<file path="config.mk">
export PLATFORM = sky130hd
export DESIGN_NAME = trdb_trigger
export DESIGN_NICKNAME = d
export VERILOG_FILES = /design/src/rtl/trdb_trigger.sv
export SDC_FILE = /design/constraint.sdc
export NUM_CORES = 1
export LEC_CHECK = 0
export CORE_ASPECT_RATIO = 2
export CORE_UTILIZATION = 39
export CTS_CLUSTER_DIAMETER = 100
export DETAILED_ROUTE_END_ITERATION = 8
export PLACE_DENSITY = 0.89
export RECOVER_POWER = 100
export REMOVE_ABC_BUFFERS = 1
export SLEW_MARGIN = 15
export SYNTH_ARGS = -nofsm -noshare
export SYNTH_HDL_FRONTEND = slang
export SYNTH_SLANG_ARGS = --single-unit
</file>
<file path="constraint.sdc">
create_clock -name clk_i -period 5.44 [get_ports clk_i]
set_input_delay 1.36 -clock clk_i [delete_from_list [all_inputs] [get_ports clk_i]]
set_output_delay 1.36 -clock clk_i [all_outputs]
set_load 0.01 [all_outputs]
</file>
<file path="src/rtl/trdb_trigger.sv">
// ---------------------------------------------------------------------------
// trdb_trigger
//
// Trace start/stop trigger unit. Watches the retired-instruction stream and
// raises single-cycle trace-on / trace-off requests for the encoder's
// control register block.
//
// Windows are opened by a qualifying retire at start_addr_i while ARMED. They
// are closed by any of the following:
//   - a qualifying retire at stop_addr_i,
//   - exhaustion of the instruction budget,
//   - disarm_i.
// After a stop, the unit waits HOLDOFF cycles in HOLD and then either re-arms
// or returns to IDLE.
//
// Ports
//   clk_i            clock
//   rst_i            asynchronous active-high reset
//   arm_i            pulse: IDLE -> ARMED
//   disarm_i         pulse: any state -> IDLE (wins over every other event)
//   auto_rearm_i     HOLD exit target: 1 = ARMED, 0 = IDLE
//   start_addr_i     start-trigger address
//   stop_addr_i      stop-trigger address
//   max_instr_i      instruction budget, 0 = unlimited
//   priv_mask_i      bit n set = privilege level n qualifies
//   iretire_i        one instruction retired this cycle
//   iaddr_i          address of the retired instruction
//   priv_i           privilege level of the retired instruction
//   trace_req_on_o   registered 1-cycle trace-on request
//   trace_req_off_o  registered 1-cycle trace-off request
//   state_o          IDLE=0 ARMED=1 TRACING=2 HOLD=3
//   instr_cnt_o      qualifying retires counted in the current window
// ---------------------------------------------------------------------------
module trdb_trigger #(
  parameter int unsigned XLEN    = 32,
  parameter int unsigned CNT_W   = 16,
  parameter int unsigned HOLDOFF = 4
) (
  input  logic             clk_i,
  input  logic             rst_i,
  input  logic             arm_i,
  input  logic             disarm_i,
  input  logic             auto_rearm_i,
  input  logic [XLEN-1:0]  start_addr_i,
  input  logic [XLEN-1:0]  stop_addr_i,
  input  logic [CNT_W-1:0] max_instr_i,
  input  logic [3:0]       priv_mask_i,
  input  logic             iretire_i,
  input  logic [XLEN-1:0]  iaddr_i,
  input  logic [1:0]       priv_i,
  output logic             trace_req_on_o,
  output logic             trace_req_off_o,
  output logic [1:0]       state_o,
  output logic [CNT_W-1:0] instr_cnt_o
);

  localparam int unsigned HOLD_W = (HOLDOFF > 1) ? $clog2(HOLDOFF) : 1;

  typedef enum logic [1:0] {
    IDLE    = 2'd0,
    ARMED   = 2'd1,
    TRACING = 2'd2,
    HOLD    = 2'd3
  } state_t;

  state_t            state, state_n;
  logic [CNT_W-1:0]  cnt, cnt_n;
  logic [HOLD_W-1:0] hold, hold_n;
  logic              req_on, req_on_n;
  logic              req_off, req_off_n;

  logic              qret;
  logic              start_hit;
  logic              stop_hit;
  logic              budget_hit;
  logic [CNT_W:0]    cnt_inc;

  // Retires from privilege levels outside the mask are invisible to the unit.
  assign qret      = iretire_i & priv_mask_i[priv_i];
  assign start_hit = qret & (iaddr_i == start_addr_i);
  assign stop_hit  = (iaddr_i == stop_addr_i);

  // One bit wider than the counter so a saturated count never wraps
  // below the budget.
  assign cnt_inc    = {1'b0, cnt} + {{CNT_W{1'b0}}, 1'b1};
  assign budget_hit = (max_instr_i != '0) && (cnt_inc >= {1'b0, max_instr_i});

  always_ff @(posedge clk_i or posedge rst_i) begin
    if (rst_i) begin
      state   <= IDLE;
      cnt     <= '0;
      hold    <= '0;
      req_on  <= 1'b0;
      req_off <= 1'b0;
    end else begin
      state   <= state_n;
      cnt     <= cnt_n;
      hold    <= hold_n;
      req_on  <= req_on_n;
      req_off <= req_off_n;
    end
  end

  always_comb begin
    state_n   = state;
    cnt_n     = cnt;
    hold_n    = hold;
    req_on_n  = 1'b0;
    req_off_n = 1'b0;

    if (disarm_i) begin
      // Closing an open window still has to tell the encoder to stop.
      state_n   = IDLE;
      req_off_n = (state == TRACING);
    end else begin
      case (state)
        IDLE: begin
          if (arm_i) begin
            state_n = ARMED;
          end
        end

        ARMED: begin
          if (start_hit) begin
            state_n  = TRACING;
            req_on_n = 1'b1;
            cnt_n    = {{(CNT_W-1){1'b0}}, 1'b1};
          end
        end

        TRACING: begin
          // The start instruction was consumed in ARMED, so it is never
          // tested against the stop address here.
          if (qret) begin
            if (stop_hit || budget_hit) begin
              state_n   = HOLD;
              req_off_n = 1'b1;
              hold_n    = HOLD_W'(HOLDOFF - 1);
            end else if (cnt != '1) begin
              cnt_n = cnt_inc[CNT_W-1:0];
            end
          end
        end

        HOLD: begin
          if (hold == '0) begin
            state_n = auto_rearm_i ? ARMED : IDLE;
          end else begin
            hold_n = hold - HOLD_W'(1);
          end
        end
      endcase
    end
  end

  assign trace_req_on_o  = req_on;
  assign trace_req_off_o = req_off;
  assign state_o         = state;
  assign instr_cnt_o     = cnt;

endmodule

</file>
# == After elaboration in Yosys (flattened, before gate mapping) ==
# Cells that the tools add are included.
# word_totals
regBits,22
out_inout_bits,20
# classes
add_sub_neg,2
magnitude_cmp,2
n_eq_ne,17
n_mux,24
bitwise,3
n_reduce_logical,10
# ops
op,count
32-bit equality test,2
16-bit two-way mux,4
16-bit one-hot mux with 2 select lines,1
"16-bit by 1-bit adder with 17-bit output, second input constant",1
17-bit by 16-bit >= comparator with 1-bit output,1
"16-bit inequality test, second input constant",1
16-bit nonzero test,1
2-bit two-way mux,7
"3-bit inequality test, second input constant",4
5-bit AND reduction,2
1-bit two-way mux,9
"2-bit inequality test, second input constant",4
2-bit one-hot mux with 4 select lines,1
6-bit AND reduction,1
"2-bit equality test, second input constant",2
2-bit zero test,2
"2-bit by 1-bit inequality test with 1-bit output, second input constant",2
2-bit one-hot mux with 2 select lines,1
2-bit nonzero test,2
"2-bit by 3-bit < comparator with 1-bit output, second input constant",1
"3-bit by 2-bit inequality test with 1-bit output, second input constant",1
1-bit AND,2
1-bit binary-select mux with 2-bit select,1
"2-bit by 1-bit equality test with 1-bit output, second input constant",1
4 further kinds,4

# == Longest topological paths before layout ==
# Gate-level depths: netlist (run 1).
# logic_depth
word_depth,8
depth_mapped,17

# == Worst setup path after synthesis (run 1) ==
# No wires, ideal clock.
# synth_timing
path_kind,reg2reg
start,register cnt[0] (netlist: instr_cnt_o[0])
end,register cnt[13] (netlist: instr_cnt_o[13])
setup_ns,0.126
arrival_time_ns,3.911
t_required_ns,5.314
path_slack_ns,1.403
stages_incl_launch_ff,16
path_buffers,1
period_less_slack_ns,4.037
path_cell_list,dfrtp_1 ha_1 nand3_2 or2_1 buf_4 nor3_1 nand3_1 xnor2_1 ha_1 a21o_1 a221oi_1 inv_1 o31a_1 or4b_4 o311a_1 a221o_1
# synth_via
elab_chain_len,6
word_cells_on_any_way,12
# synth_rtl
item,line_no,text
from (decl),67,"logic [CNT_W-1:0] cnt, cnt_n;"
from (signal assigned),97,cnt <= cnt_n;
16-bit by 1-bit adder with 17-bit output,85,"assign cnt_inc = {1'b0, cnt} + {{CNT_W{1'b0}}, 1'b1};"
17-bit by 16-bit >= comparator with 1-bit output,86,"assign budget_hit = (max_instr_i != '0) && (cnt_inc >= {1'b0, max_instr_i});"
1-bit logical AND,86,
1-bit logical OR,135,if (stop_hit || budget_hit) begin
2-bit inequality test (no line),-,
6-bit AND reduction (no line),-,
# Parallel ways exist; a longest one is shown, timed or not. The select of a mux whose other input is x is not followed.
# A chain may end at the register's enable or synchronous reset.

# == Worst setup path in the final report (run 1) ==
# layout_timing
start,register cnt[0] (netlist: instr_cnt_o[0])
end,register cnt[2] (netlist: instr_cnt_o[2])
# The elaborated chain is that of the path after synthesis.

==> results of run 1 <==
## where the power goes
group          switching [mW]  internal (mW)
combinational           0.200          0.216
sequential             0.0447          0.189
clock                  0.0655          0.146
## final timing paths
path,start,endpoint,slack [ns],depth (start not counted)
worst max-delay path,instr_cnt_o[0]$_DFFE_PP0P_,instr_cnt_o[2]$_DFFE_PP0P_,0.67,16
worst min-delay path,hold[1]$_DFFE_PP0P_,hold[1]$_DFFE_PP0P_,0.56,2
worst max register to register,instr_cnt_o[0]$_DFFE_PP0P_,instr_cnt_o[2]$_DFFE_PP0P_,0.67,16
worst min register to register,hold[1]$_DFFE_PP0P_,hold[1]$_DFFE_PP0P_,0.56,2
max in group asynchronous,rst_i,instr_cnt_o[3]$_DFFE_PP0P_,3.20,2
min in group asynchronous,rst_i,hold[0]$_DFFE_PP0P_,1.70,2
## final cells by class
cell class              instances  area [sq um]  share of cell area, %
repair buffers                144          1440                   34.9
clock buffers                   3          75.1                   1.83
flip-flops and latches         22           551                   13.4
clock inverters                 1          30.0                  0.730
inverters                      28           105                   2.56
multi-input cells             228          1810                   44.0
well taps                      86           108                   2.62
## metal layers
layer  GRT usage, %  part of all wire, %  up-vias
met4           15.4                  5.3        0
li1               -                    -     1299
met3           4.84                  8.2       25
met1           25.6                   33     1241
met2           52.9                   54      168
met5              0                    0        -
## layout by cell type (no fill, tap or decap), drive strengths merged, types with 3 or more instances in the layout
cell           instances
nor3                   4
xnor2                  9
nand4                 10
a22o                  11
o21ai                  6
dlygate4sd3           22
xor2                  69
clkbuf                 4
nand2                 13
a21oi                 10
and4                   3
a211oi                 4
nor4                  21
dfrtp                 22
inv                   28
nor2                  12
clkdlybuf4s50        121
ha                    22
a221o                  3
nand3                  7
## worst max-delay path: cells and delay by family, from the launching register on
kind | cells | cell delay (ns)
DFF | 1 | 0.47
xor gates and xnor gates | 1 | 0.24
buffers and inverters | 2 | 0.28
and+or+nand+nor | 8 | 2.55
AOI/OAI and AO/OA | 3 | 0.61
adders and majority gates | 2 | 0.57
## registers in the layout (all words and copies together) (netlist names)
| register | count |
|---|---|
| state_o | 2 |
| trace_req_off_o | 1 |
| hold | 2 |
| trace_req_on_o | 1 |
| instr_cnt_o | 16 |
## cell families (layout without fill, tap and decap cells)
| group | after synthesis | count (layout) | synth area share (%) |
|---|---|---|---|
| multiplexers | 2 | 2 | 1.30 |
| XOR/XNOR | 78 | 78 | 27.2 |
| adder cells (fa/ha/maj) | 22 | 22 | 11.0 |
| flip-flops | 22 | 22 | 22.0 |
| AND/OR/NAND/NOR | 81 | 81 | 19.3 |
| buffers and inverters | 34 | 176 | 5.59 |
| AO/OA/AOI/OAI | 45 | 45 | 13.6 |
## through the flow
stage               util [%]  hold WS (ns)  total power [mW]  instance area (sq um)  cells
finish                  65.7         0.555             0.861                   4110    512
global route            65.7         0.575             0.910                   4110    512
CTS                     65.9         0.548             0.876                   4120    512
detailed placement      64.2         0.540             0.659                   4020    508
global placement        64.2         0.507             0.645                   4020    508
floorplan                  -         0.484             0.442                   2470    278
==> metrics.cfg, run 1 <==
[critical_path]
path_cells = ha_1, nand3_1, or2_1, clkbuf_1, nor3_1, nand3_1, xnor2_1, ha_1, and3_1, a221oi_1, inv_1, o31a_1, or4b_1, nor2_2, and3b_1, a211o_1
slowest_stage = or4b_1
crit_path_end_kind = flop
crit_fanout = 15
critical_path.max_stage_delay_ns = 0.66
required_ns = 5.64
crit_type = flop to flop
crit_path_start_kind = flop
arrival_ns = 4.98

[floorplan]
ios = 144
rows = 41
die_w_um = 58.7
die_y_um = 115
start_util_pct = 40.1
die_area_sq_um = 6770
coreArea_sq_um = 6260

[cts]
cts_buffers = 3
cts_tree = built
insertion_delay_ns = 0.26
cts_resized = 0
clockBufferDepth = 2
cts_setup_buffers = 0
cts.hold.buffers_added = 0
clkSinkCount = 22
cts-root-buf = clkbuf_16
h-tree-depth = 1
path_clk_slew_ns = 0.06

[synth]
syn_inst = 284
synthFlopType = dfrtp_1
yosysWarnings = 0
seq_area_frac_synth_pct = 22.0
avgSynthCellArea_sq_um = 8.83
synth_area_leaders = xor2_1 (24%), dfrtp_1 (22%), ha_1 (11%)
synth.most_common_cell = xor2_1
ys_ff_latch = 22
synthTopCellsByCount = xor2_1 (69), inv_1 (28), dfrtp_1 (22), ha_1 (22), nor4_1 (20)
synth_enable_flop_cells = 0
synthArstFlopShare_pct = 100
syn_area_sq_um = 2510
synth_top_cell_by_area = xor2_1
synth_cell_types = 47
yosysTopAreaCellShare_pct = 24.1

[global_route]
grt_max_degree = 23
grt_pass1_vias = 2923
grt_pass1_wl_mm = 13.6
grtUsageTotal_pct = 27.3
grt-ovfl-total = 0
antenna_found_initial = 0

[layout]
fillCellCount = 530
n_antenna_cell = 0
syn_to_final_growth_pct = 64.0
fin_nets = 573
drive_above_1_share_pct = 2.82

[drt]
dr.pass1.iters = 4
wl_per_cell_um = 17.2
drc = 0
antenna_left = 0
drt-initial-drc-count = 120
vias_per_cell = 5.34
wirelength_mm = 8.81
routed-via-count = 2733

[sta]
rsz0062_at_grt = false
layout_setup_ws_ns = 0.665
tightest_slew_ns = 0.856
setup_viol = 0
fin_crit_sh_pct = 87.8
setup_tns_ns = 0
slew_headroom_pct = 42.9
layout_min_cycle_time_ns = 4.77
fin_skew_ns = 0.00548
hold_viol_final = 0
drv_slew = 0
fmax_mhz = 209

[power_and_ir_drop]
ir_drop_uv = 117
power_density_nw_per_um2 = 209
power_leakage_nw = 1.87

[place]
port_buffers = 143
hpwlAfterDp_mm = 7.57
dp_slack_ns = 0.839
gp_congestion = 0.983

[job]
cap_violations = 0

[outcome]
status = complete, no violations

[min_path]
min_path_type = flop to flop

Note: power is estimated with default switching activity, not from simulation.
==> run 2, diff against run 1 <==
- clock period: 5.44 -> 5.3 ns (I/O delays scaled with it)
==> run 2 against run 1 <==
Net effect:
- clock power is 25% lower
- maximum frequency is 2.1% higher
- critical path depth is 1 lower
- critical path type unchanged
==> metrics.cfg, run 2 (same netlist as run 1, synthesis figures left out) <==
[outcome]
status = complete, no violations

[min_path]
min_to = hold[1]$_DFFE_PP0P_
min_path_type = flop to flop
hold_depth = 2
hp-start = hold[1]$_DFFE_PP0P_

[floorplan]
start_util_pct = 40.1
coreArea_sq_um = 6260
die_y_um = 115
ios = 144
die_w_um = 58.7
die_area_sq_um = 6770
rows = 41

[global_route]
grt_max_degree = 23
grt_pass1_vias = 2912
grt-ovfl-total = 0
grt_pass1_wl_mm = 13.6
antenna_found_initial = 0
grtUsageTotal_pct = 27.3

[cts]
path_clk_slew_ns = 0.06
cts_tree = built
cts_buffers = 3
insertion_delay_ns = 0.25
clkSinkCount = 22
clockBufferDepth = 2
cts_resized = 0
h-tree-depth = 1
cts.hold.buffers_added = 0
cts-root-buf = clkbuf_16
cts_setup_buffers = 0

[power_and_ir_drop]
power_leakage_nw = 1.86
ir_drop_uv = 118
power_density_nw_per_um2 = 201

[sta]
setup_viol = 0
hold_viol_final = 0
rsz0062_at_grt = false
fmax_mhz = 214
tightest_slew_ns = 1.01
layout_min_cycle_time_ns = 4.67
setup_tns_ns = 0
slew_headroom_pct = 32.0
fin_crit_sh_pct = 88.2
fin_skew_ns = 0.00216
drv_slew = 0
layout_setup_ws_ns = 0.625

[place]
gp_congestion = 0.980
dp_cells = 508
hpwlAfterDp_mm = 7.73
dp_slack_ns = 0.688
port_buffers = 143
placed_cell_area_sq_um = 4020

[drt]
routed-via-count = 2701
antenna_left = 0
drc = 0
vias_per_cell = 5.29
drt-initial-drc-count = 134
wirelength_mm = 8.87
wl_per_cell_um = 17.4
dr.pass1.iters = 4

[layout]
fin_area_sq_um = 4080
n_antenna_cell = 0
layout_commonest_cell = clkdlybuf4s50_1
syn_to_final_growth_pct = 62.8
layout_common_cells = clkdlybuf4s50_1 (121), xor2_1 (69), inv_1 (28)
largest_reg_flops = 16
fin_nets = 573
final_cells = 511
drive_above_1_share_pct = 2.59
finalCoreUtilization_pct = 65.2

[critical_path]
crit_path_end_kind = flop
critical_path.max_stage_delay_ns = 0.66
required_ns = 5.44
reg2regPathDepth = 15
path_cells = ha_1, nand3_1, or2_0, nor3_1, nand3_1, xnor2_1, ha_1, and3_1, a221oi_1, inv_1, o31a_1, or4b_1, nor2_4, o21ai_1, a22o_1
crit_path_start_kind = flop
ff2ff_setup_slack_ns = 0.63
crit_fanout = 12
cp_num_buf_inv = 1
crit_type = flop to flop
slowest_stage = or4b_1
r2r_end = instr_cnt_o[10]$_DFFE_PP0P_
critPathTopFamily = simple AND/OR/NAND/NOR gates
crit_cells = 15
r2r-start = instr_cnt_o[0]$_DFFE_PP0P_
arrival_ns = 4.82

[job]
cap_violations = 0

-- run 2: changes by cell type in the layout (fill, tap and decap cells not counted) --
cell | previous run | this run
clkbuf_1 | 1 | 0
o21ai_1 | 1 | 2
or2_0 | 0 | 1
bufinv_16 | 1 | 0
or2_1 | 1 | 0
o21ai_2 | 2 | 1
buf_4 | 0 | 1
-- run 2: area by class of cell --
| class | count | area, sq um |
|---|---|---|
| repair buffers | 144 | 1440 |
| fillers | 539 | 2180 |
| multi-input cells | 228 | 1800 |
| flip-flops and latches | 22 | 551 |
| clock buffers | 3 | 75.1 |
| well taps | 86 | 108 |
| inverters | 28 | 105 |
-- run 2: routing by layer --
| metal | track usage [%] | vias to the layer above | part of all wire, % |
|---|---|---|---|
| met5 | 0 | - | 0 |
| met4 | 13.2 | 0 | 3.9 |
| met3 | 5.62 | 19 | 8.3 |
| met2 | 53.3 | 156 | 55 |
| met1 | 25.8 | 1225 | 32 |
| li1 | - | 1301 | - |
-- run 2: power breakdown --
part | switching (mW) | internal (mW) | total (mW)
Clock | 0.0593 | 0.0997 | 0.159
Sequential | 0.0482 | 0.194 | 0.242
Combinational | 0.199 | 0.220 | 0.420
Total | 0.307 | 0.514 | 0.821
-- run 2: through the flow --
step | hold WS (ns) | power, mW
2_1_floorplan | 0.484 | 0.454
3_3_place_gp | 0.508 | 0.662
5_1_grt | 0.584 | 0.872
3_5_place_dp | 0.536 | 0.680
6_report | 0.564 | 0.821
4_1_cts | 0.574 | 0.842
-- run 2: worst max path at each step --
stage | startpoint | to | slack (ns)
3_3_place_gp | max_instr_i[2] | instr_cnt_o[2]$_DFFE_PP0P_ | 0.78
2_1_floorplan | instr_cnt_o[0]$_DFFE_PP0P_ | instr_cnt_o[2]$_DFFE_PP0P_ | 1.27
3_5_place_dp | max_instr_i[2] | instr_cnt_o[2]$_DFFE_PP0P_ | 0.69
5_1_grt | instr_cnt_o[0]$_DFFE_PP0P_ | instr_cnt_o[4]$_DFFE_PP0P_ | 0.34
6_report | instr_cnt_o[0]$_DFFE_PP0P_ | instr_cnt_o[10]$_DFFE_PP0P_ | 0.63
4_1_cts | instr_cnt_o[0]$_DFFE_PP0P_ | instr_cnt_o[2]$_DFFE_PP0P_ | 0.81
-- run 2: worst register-to-register path, stage by stage, from the launching register on --
cell and delay, ns:
dfrtp_1 0.48, ha_1 0.27, nand3_1 0.13, or2_0 0.30, nor3_1 0.30, nand3_1 0.13
xnor2_1 0.25, ha_1 0.29, and3_1 0.22, a221oi_1 0.24, inv_1 0.08, o31a_1 0.25
or4b_1 0.66, nor2_4 0.21, o21ai_1 0.38, a22o_1 0.36
